$ cat src/rtl/ctrl_pipe.sv
// Registered control decoder: one instruction per cycle, load stall sequencing,
// branch squash and sticky program-done. Optional LFSR tap select under CTRL_TAP_EN.
module ctrl_pipe #(
  parameter int IW       = 9,
  parameter int TW       = 6,
  parameter int RW       = 3,
  parameter int AW       = 8,
  parameter int MEM_LAT  = 1,
  parameter int TAP_ADDR = 62
) (
  input  logic          i_clk,
  input  logic          i_rst_n,
  input  logic [IW-1:0] i_instruction,
  input  logic          i_inst_valid,
  input  logic [AW-1:0] i_dat_mem_addr,
  input  logic          i_branch_flag,
  output logic          o_branch,
  output logic          o_branch_en,
  output logic          o_taken,
  output logic          o_reg_wr_en,
  output logic          o_mem_wr_en,
  output logic          o_load_inst,
  output logic          o_immediate,
  output logic          o_tap_sel,
  output logic          o_stall,
  output logic          o_ack,
  output logic [TW-1:0] o_pc_targ,
  output logic [RW-1:0] o_reg_write_index
);

  localparam logic [1:0] S_RUN       = 2'd0;
  localparam logic [1:0] S_LOAD_WAIT = 2'd1;
  localparam logic [1:0] S_FLUSH     = 2'd2;
  localparam logic [1:0] S_DONE      = 2'd3;

  localparam logic [2:0] LAT = 3'(MEM_LAT);

  logic [1:0]    r_state;
  logic [2:0]    r_cnt;
  logic          r_branch, r_branch_en, r_taken, r_reg_wr_en, r_mem_wr_en;
  logic          r_load_inst, r_immediate, r_stall, r_ack;
  logic [TW-1:0] r_pc_targ;
  logic [RW-1:0] r_reg_write_index;

  logic [1:0]    w_state_next;
  logic [2:0]    w_cnt_next;
  logic          w_branch_next, w_branch_en_next, w_taken_next, w_reg_wr_en_next;
  logic          w_mem_wr_en_next, w_load_inst_next, w_immediate_next;
  logic          w_stall_next, w_ack_next;
  logic [TW-1:0] w_pc_targ_next;
  logic [RW-1:0] w_reg_write_index_next;
  logic [2:0]    w_opclass;

  assign w_opclass = i_instruction[IW-2:IW-4];

  always_comb begin
    w_state_next           = r_state;
    w_cnt_next             = r_cnt;
    w_branch_next          = 1'b0;
    w_branch_en_next       = 1'b0;
    w_taken_next           = 1'b0;
    w_reg_wr_en_next       = 1'b0;
    w_mem_wr_en_next       = 1'b0;
    w_load_inst_next       = 1'b0;
    w_immediate_next       = 1'b0;
    w_stall_next           = 1'b0;
    w_ack_next             = 1'b0;
    w_pc_targ_next         = '0;
    w_reg_write_index_next = '0;

    case (r_state)
      S_RUN: begin
        if (i_inst_valid) begin
          w_reg_write_index_next = i_instruction[1] ? i_instruction[RW+1:2] : '0;
          if (&i_instruction) begin
            w_ack_next             = 1'b1;
            w_reg_write_index_next = '0;
            w_state_next           = S_DONE;
          end else if (i_instruction[0]) begin
            w_immediate_next = 1'b1;
            w_reg_wr_en_next = 1'b1;
          end else if (i_instruction[IW-1]) begin
            w_branch_next    = i_instruction[IW-2];
            w_branch_en_next = !i_instruction[IW-2];
            w_pc_targ_next   = i_instruction[TW:1];
            w_taken_next     = i_instruction[IW-2] | i_branch_flag;
            if (w_taken_next) w_state_next = S_FLUSH;
          end else begin
            case (w_opclass)
              3'b000: w_mem_wr_en_next = 1'b1;
              3'b001: begin
                w_load_inst_next = 1'b1;
                if (LAT != 3'd0) begin
                  w_stall_next = 1'b1;
                  w_cnt_next   = LAT;
                  w_state_next = S_LOAD_WAIT;
                end else begin
                  w_reg_wr_en_next = 1'b1;
                end
              end
              3'b101:  w_reg_wr_en_next = i_instruction[1];
              default: w_reg_wr_en_next = 1'b1;
            endcase
          end
        end
      end
      S_LOAD_WAIT: begin
        // Hold the load's destination so the late write lands on the right register.
        w_reg_write_index_next = r_reg_write_index;
        w_load_inst_next       = 1'b1;
        w_cnt_next             = r_cnt - 3'd1;
        if (r_cnt == 3'd1) begin
          w_reg_wr_en_next = 1'b1;
          w_state_next     = S_RUN;
        end else begin
          w_stall_next = 1'b1;
        end
      end
      S_FLUSH: w_state_next = S_RUN;
      S_DONE:  w_ack_next   = 1'b1;
      default: w_state_next = S_RUN;
    endcase
  end

  always_ff @(posedge i_clk or negedge i_rst_n) begin
    if (!i_rst_n) begin
      r_state           <= S_RUN;
      r_cnt             <= '0;
      r_branch          <= 1'b0;
      r_branch_en       <= 1'b0;
      r_taken           <= 1'b0;
      r_reg_wr_en       <= 1'b0;
      r_mem_wr_en       <= 1'b0;
      r_load_inst       <= 1'b0;
      r_immediate       <= 1'b0;
      r_stall           <= 1'b0;
      r_ack             <= 1'b0;
      r_pc_targ         <= '0;
      r_reg_write_index <= '0;
    end else begin
      r_state           <= w_state_next;
      r_cnt             <= w_cnt_next;
      r_branch          <= w_branch_next;
      r_branch_en       <= w_branch_en_next;
      r_taken           <= w_taken_next;
      r_reg_wr_en       <= w_reg_wr_en_next;
      r_mem_wr_en       <= w_mem_wr_en_next;
      r_load_inst       <= w_load_inst_next;
      r_immediate       <= w_immediate_next;
      r_stall           <= w_stall_next;
      r_ack             <= w_ack_next;
      r_pc_targ         <= w_pc_targ_next;
      r_reg_write_index <= w_reg_write_index_next;
    end
  end

`ifdef CTRL_TAP_EN
  logic [AW-1:0] r_addr;

  always_ff @(posedge i_clk or negedge i_rst_n) begin
    if (!i_rst_n) r_addr <= '0;
    else          r_addr <= i_dat_mem_addr;
  end

  assign o_tap_sel = r_load_inst & (r_addr == AW'(TAP_ADDR));
`else
  logic w_unused_tap;
  assign w_unused_tap = ^{i_dat_mem_addr, AW'(TAP_ADDR)};
  assign o_tap_sel    = 1'b0;
`endif

  assign o_branch          = r_branch;
  assign o_branch_en       = r_branch_en;
  assign o_taken           = r_taken;
  assign o_reg_wr_en       = r_reg_wr_en;
  assign o_mem_wr_en       = r_mem_wr_en;
  assign o_load_inst       = r_load_inst;
  assign o_immediate       = r_immediate;
  assign o_stall           = r_stall;
  assign o_ack             = r_ack;
  assign o_pc_targ         = r_pc_targ;
  assign o_reg_write_index = r_reg_write_index;

endmodule
$ cat config.mk
export PLATFORM = sky130hd
export DESIGN_NAME = ctrl_pipe
export DESIGN_NICKNAME = d
export VERILOG_FILES = /design/src/rtl/ctrl_pipe.sv
export SDC_FILE = /design/constraint.sdc
export NUM_CORES = 1
export LEC_CHECK = 0
export BUFFER_PORTS_ARGS = -buffer_cell sky130_fd_sc_hd__buf_4
export CORE_UTILIZATION = 43
export DETAILED_ROUTE_END_ITERATION = 6
export PLACE_DENSITY = 0.73
export SLEW_MARGIN = 20
export SYNTH_ARGS = -nofsm -noshare
export SYNTH_HDL_FRONTEND = slang
export SYNTH_SLANG_ARGS = --single-unit
$ cat constraint.sdc
create_clock -name i_clk -period 1.58 [get_ports i_clk]
set_input_delay 0.158 -clock i_clk [delete_from_list [all_inputs] [get_ports i_clk]]
set_output_delay 0.158 -clock i_clk [all_outputs]
set_load 0.005 [all_outputs]
Word level (Yosys, flattened, before mapping)
Cells that the tools add are included.
Widths: inputs -> output; s select.
{ "word_totals": {"out_inout_bits": 19, "reg_bits": 23, "inputBits": 21, "wordCells": 105} }
{ "classes": {"reduce_logical": 9, "eq_ne": 15, "n_mux": 66, "bitwise_logic": 1, "addsub": 1} }
{ "ops": {"columns": ["op", "count"], "rows": [
  ["$mux 1", 38],
  ["$mux 6", 5],
  ["$mux 3", 8],
  ["$mux 2", 7],
  ["$ne 2x2->1 const B", 6],
  ["$pmux 3 s2", 2],
  ["$reduce_and 6->1", 2],
  ["$pmux 1 s2", 5],
  ["$reduce_and 9->1", 1],
  ["$ne 4x4->1 const B", 2],
  ["$eq 3x1->1 const B", 2],
  ["$pmux 2 s3", 1],
  ["$eq 2x2->1 const B", 2],
  ["$eq 3x3->1 const B", 1],
  ["$logic_not 3->1", 1],
  ["$ne 3x3->1 const B", 1],
  ["$reduce_bool 3->1", 1],
  ["$sub 3x1->3 const B", 1],
  ["$eq 2x1->1 const B", 1],
  ["$logic_not 2->1", 1],
  ["$reduce_bool 2->1", 1],
  ["$reduce_or 2->1", 1],
  ["$logic_not 1->1", 1],
  ["$or 1x1->1", 1]
]} }

Depth between registers and ports, before layout
{ "logic_depth": {"ltp_word": 8, "mapped_depth": 7} }

Worst setup path before layout
OpenSTA, ideal clock, no wires.
{ "synth_timing": {"kind": "register to register", "from": "register r_state[0]", "to": "register r_cnt[2]", "period_less_slack_ns": 1.620, "n_path_buf": 1, "required_ns": 1.456, "stages_incl_launch_ff": 8, "t_arrival_ns": 1.496, "setup_time_ns": 0.124, "setup_slack_ns": -0.040, "cell_sequence": "dfrtp_1 > inv_1 > ha_1 > and3b_1 > buf_6 > nand3_4 > a21boi_4 > a211o_1"} }
{ "synth_between": {"elab_chain_len": 3} }
{ "synth_lines": {"columns": ["item", "line_no", "text"], "rows": [
  ["start: declaration", "38", "logic [1:0] r_state;"],
  ["start signal: assignment", "141", "r_state <= w_state_next;"],
  ["$logic_not 2->1 / $eq 2x1->1 (equally long branches)", "71", "case (r_state)"],
  ["$ne 2x2->1 (no line) / $reduce_bool 2->1 (equally long branches)", null, null],
  ["$reduce_and 6->1 (no line)", null, null],
  ["end signal: assignment", "142", "r_cnt <= w_cnt_next;"],
  ["end: declaration", "39", "logic [2:0] r_cnt;"]
]} }
Parallel ways exist; a longest one is shown, timed or not.
A chain may end at the register's enable or synchronous reset.

Worst setup path after layout
Same ends and word-level chain as after synthesis.

==> flow_summary_export.csv <==
group,metric,value,unit
setup_path,required,1.77,ns
logic_synthesis,synth_fa_ha_area_frac,0.0554,
logic_synthesis,syn_nets,126,
logic_synthesis,syn_area,0.00113,sq mm
grt,grt_max_degree,24,
timing,slew_viol_final,0,
setup_path,path_cells,"inv_2 > ha_4 > and3b_2 > nand3_4 > a21boi_4 > a211o_1",
logic_synthesis,synthMuxAreaShare,0.0177,
logic_synthesis,avgSynthCellArea,11.3,sq um
grt,grt_pass1_wl,3.64,mm
drt,vias,866,
floorplan,die_w,53.2,um
setup_path,timing.rr.start,"r_state[0]",
finish,n_antenna_cell,0,
floorplan,start_util,0.456,
pwr,cellLeakagePower,0.772,nW
logic_synthesis,yosysUniqueCellTypes,37,
setup_path,critPathCaptureType,"flop",
logic_synthesis,synth_edf_count,0,
setup_path,r2r_slack,0.07,ns
timing,max_freq,660,MHz
drt,viasPerCell,5.19,
finish,final_util,0.594,
logic_synthesis,ys_ff_latch,23,
setup_path,startpoint,"r_state[0]",
clock_network,cts_root_buf,"clkbuf_4",
floorplan,rows,18,
finish,fillers,216,
worst_hold_path,hold_class,"input port to flop",
logic_synthesis,synth_top_family_by_area,"simple AND/OR/NAND/NOR gates",
placement,portBuffers,30,
placement,placement.cell_area,0.00139,sq mm
setup_path,cp_slowest_cell,"dfrtp_1",
finish,finalNonFillerCells,167,
job,max_cap_violations,0,
finish,nets,164,
timing,setup_viol,0,
setup_path,critical_path.top_delay_family,"compound AO/OA/AOI/OAI gates",
clock_network,path_clk_slew,0.12,ns
setup_path,r2r_end,"r_cnt[2]",
clock_network,cts_inserted_buffers,3,
placement,gp_congestion,0.877,
logic_synthesis,synth_cells,100,
setup_path,worst_setup_path_start_kind,"flop",
grt,antenna_found_initial,0,
logic_synthesis,synth_top_area_cell,"dfrtp_1",
placement,place_inst,158,
logic_synthesis,yosys.area_share.xor_xnor,0,
setup_path,crit_type,"flop to flop",
finish,final_common_cell,"buf_4",
clock_network,cts_tree,"done",
drt,drc,0,
grt,grt_usage,0.178,
logic_synthesis,synthSimpleGateAreaFrac,0.195,
finish,final_cell_mix,"buf_4 (37), dfrtp_1 (23), nand2_1 (8)",
logic_synthesis,seq_area_frac_synth,0.510,
placement,detailed_place_hpwl,1.69,mm
setup_path,rr_worst_depth,6,
drt,routedWlPerCell,13.7,um
clock_network,clock_latency,0.30,ns
setup_path,cp_max_fo,6,
setup_path,crit_end,"r_cnt[2]",
timing,timing.hold.ws,0.0632,ns
clock_network,cts.path.max_buffers,2,
setup_path,arrival,1.71,ns
drt,postRouteWirelength,2.29,mm
logic_synthesis,yosys_warnings,0,
setup_path,crit_buf_inv,1,
pwr,power.density,1310,mW/mm^2
run_status,status,"finished clean",
logic_synthesis,synth_top_area_share,0.510,
finish,area_growth,30.5,%
drt,ant_nets,0,
logic_synthesis,async_flop_share,1.00,
floorplan,die_y,53.2,um
setup_path,critPathMaxStageDelay,0.43,ns
timing,period_minus_slack,1.51,ns
logic_synthesis,synth_flop_cell,"dfrtp_1",
grt,grt_pass1_vias,839,
drt,drtIter0Drc,6,
grt,gr-total-overflow,0,
drt,firstDrtPassIters,4,
timing,skew,0.00561,ns
floorplan,core,0.00248,sq mm
logic_synthesis,synth_area_leaders,"dfrtp_1 (51%), ha_1 (5.5%), and3_2 (4.7%)",
clock_network,cts_num_sinks,23,
finish,drive_gt1_frac,0.431,
timing,hold_viol,0,
finish,final_area,0.00147,sq mm
clock_network,htreeDepth,1,
floorplan,die_area,0.00283,sq mm
timing,period_share,0.959,
floorplan,boundaryPins,40,
pwr,ir_worst_vdd,0.000873,V
logic_synthesis,synth-compound-area-share,0.161,
setup_path,worst-path-stages,6,
==> final cells by class <==
| type | count | area, sq um | area share |
|---|---|---|---|
| Tap cell | 30 | 37.5 | 0.0255 |
| Sequential cell | 23 | 576 | 0.391 |
| Multi-Input combinational cell | 64 | 515 | 0.350 |
| Clock buffer | 4 | 26.3 | 0.0178 |
| Timing Repair Buffer | 38 | 288 | 0.195 |
| Inverter | 8 | 30.0 | 0.0204 |
==> Yosys cell counts (2+ instances only) <==
cell type / count
a22o_1: 4
inv_1: 8
dfrtp_1: 23
nor2_1: 5
a211oi_1: 2
o22ai_1: 2
o21a_1: 2
mux2i_1: 2
and3_2: 7
ha_1: 5
nand2b_1: 3
buf_4: 2
nand4_1: 3
a21oi_1: 2
nand2_1: 8
==> stage by stage <==
stage	TNS [ns]	setup WS (ns)	power [mW]
after detailed placement	0	0.0157	1.59
after CTS	0	0.0311	1.86
after floorplan	0	0.0238	1.32
after global placement	0	0.0260	1.56
final	0	0.0654	1.94
after global routing	-0.0139	-0.00844	2.10
==> power by group <==
group	internal [mW]	switching, mW
sequential	0.716	0.0726
clock	0.0983	0.159
combinational	0.469	0.421
==> logic make-up after synthesis <==
kind of cell    after synthesis
fa+ha+maj                     5
mux                           2
simple gates                 34
flops                        23
compound gates               22
buf+inv                      13
other cells                   1
==> layer usage <==
layer | up-vias | GRT usage | routed length, um
met1 | 413 | 0.229 | 981
met3 | 2 | 0.0259 | 123
met2 | 23 | 0.298 | 1170
li1 | 428 | - | -
met5 | - | 0 | 0
met4 | 0 | 0.0658 | 15
==> how the worst min path moves through the flow <==
| stage | from | cells after the start | end |
|---|---|---|---|
| 2_1_floorplan | i_rst_n | 0 | o_ack |
| 4_1_cts | i_instruction[5] | 2 | o_mem_wr_en |
| 5_1_grt | i_instruction[5] | 2 | o_mem_wr_en |
| 6_report | i_instruction[5] | 2 | o_mem_wr_en |
| 3_5_place_dp | i_rst_n | 1 | o_pc_targ[0] |
| 3_3_place_gp | i_rst_n | 1 | o_pc_targ[0] |
==> state kept, by name, summed over array words and instances, names as in the netlist <==
name and flops:
o_immediate 1, o_load_inst 1, o_reg_wr_en 1, o_taken 1, o_reg_write_index 3, o_mem_wr_en 1, o_branch_en 1, r_cnt 3
r_state 2, o_stall 1, o_ack 1, o_branch 1, o_pc_targ 6
==> repair_timing <==
action                                 CTS  global route
gates resized for setup                  3             3
pin swaps                                0             5
hold buffers                             1             0
buffers inserted                         0             4
setup endpoints to repair                3             5
endpoints found under the hold margin   23             0
No activity file was read; power rests on OpenSTA's default activity.
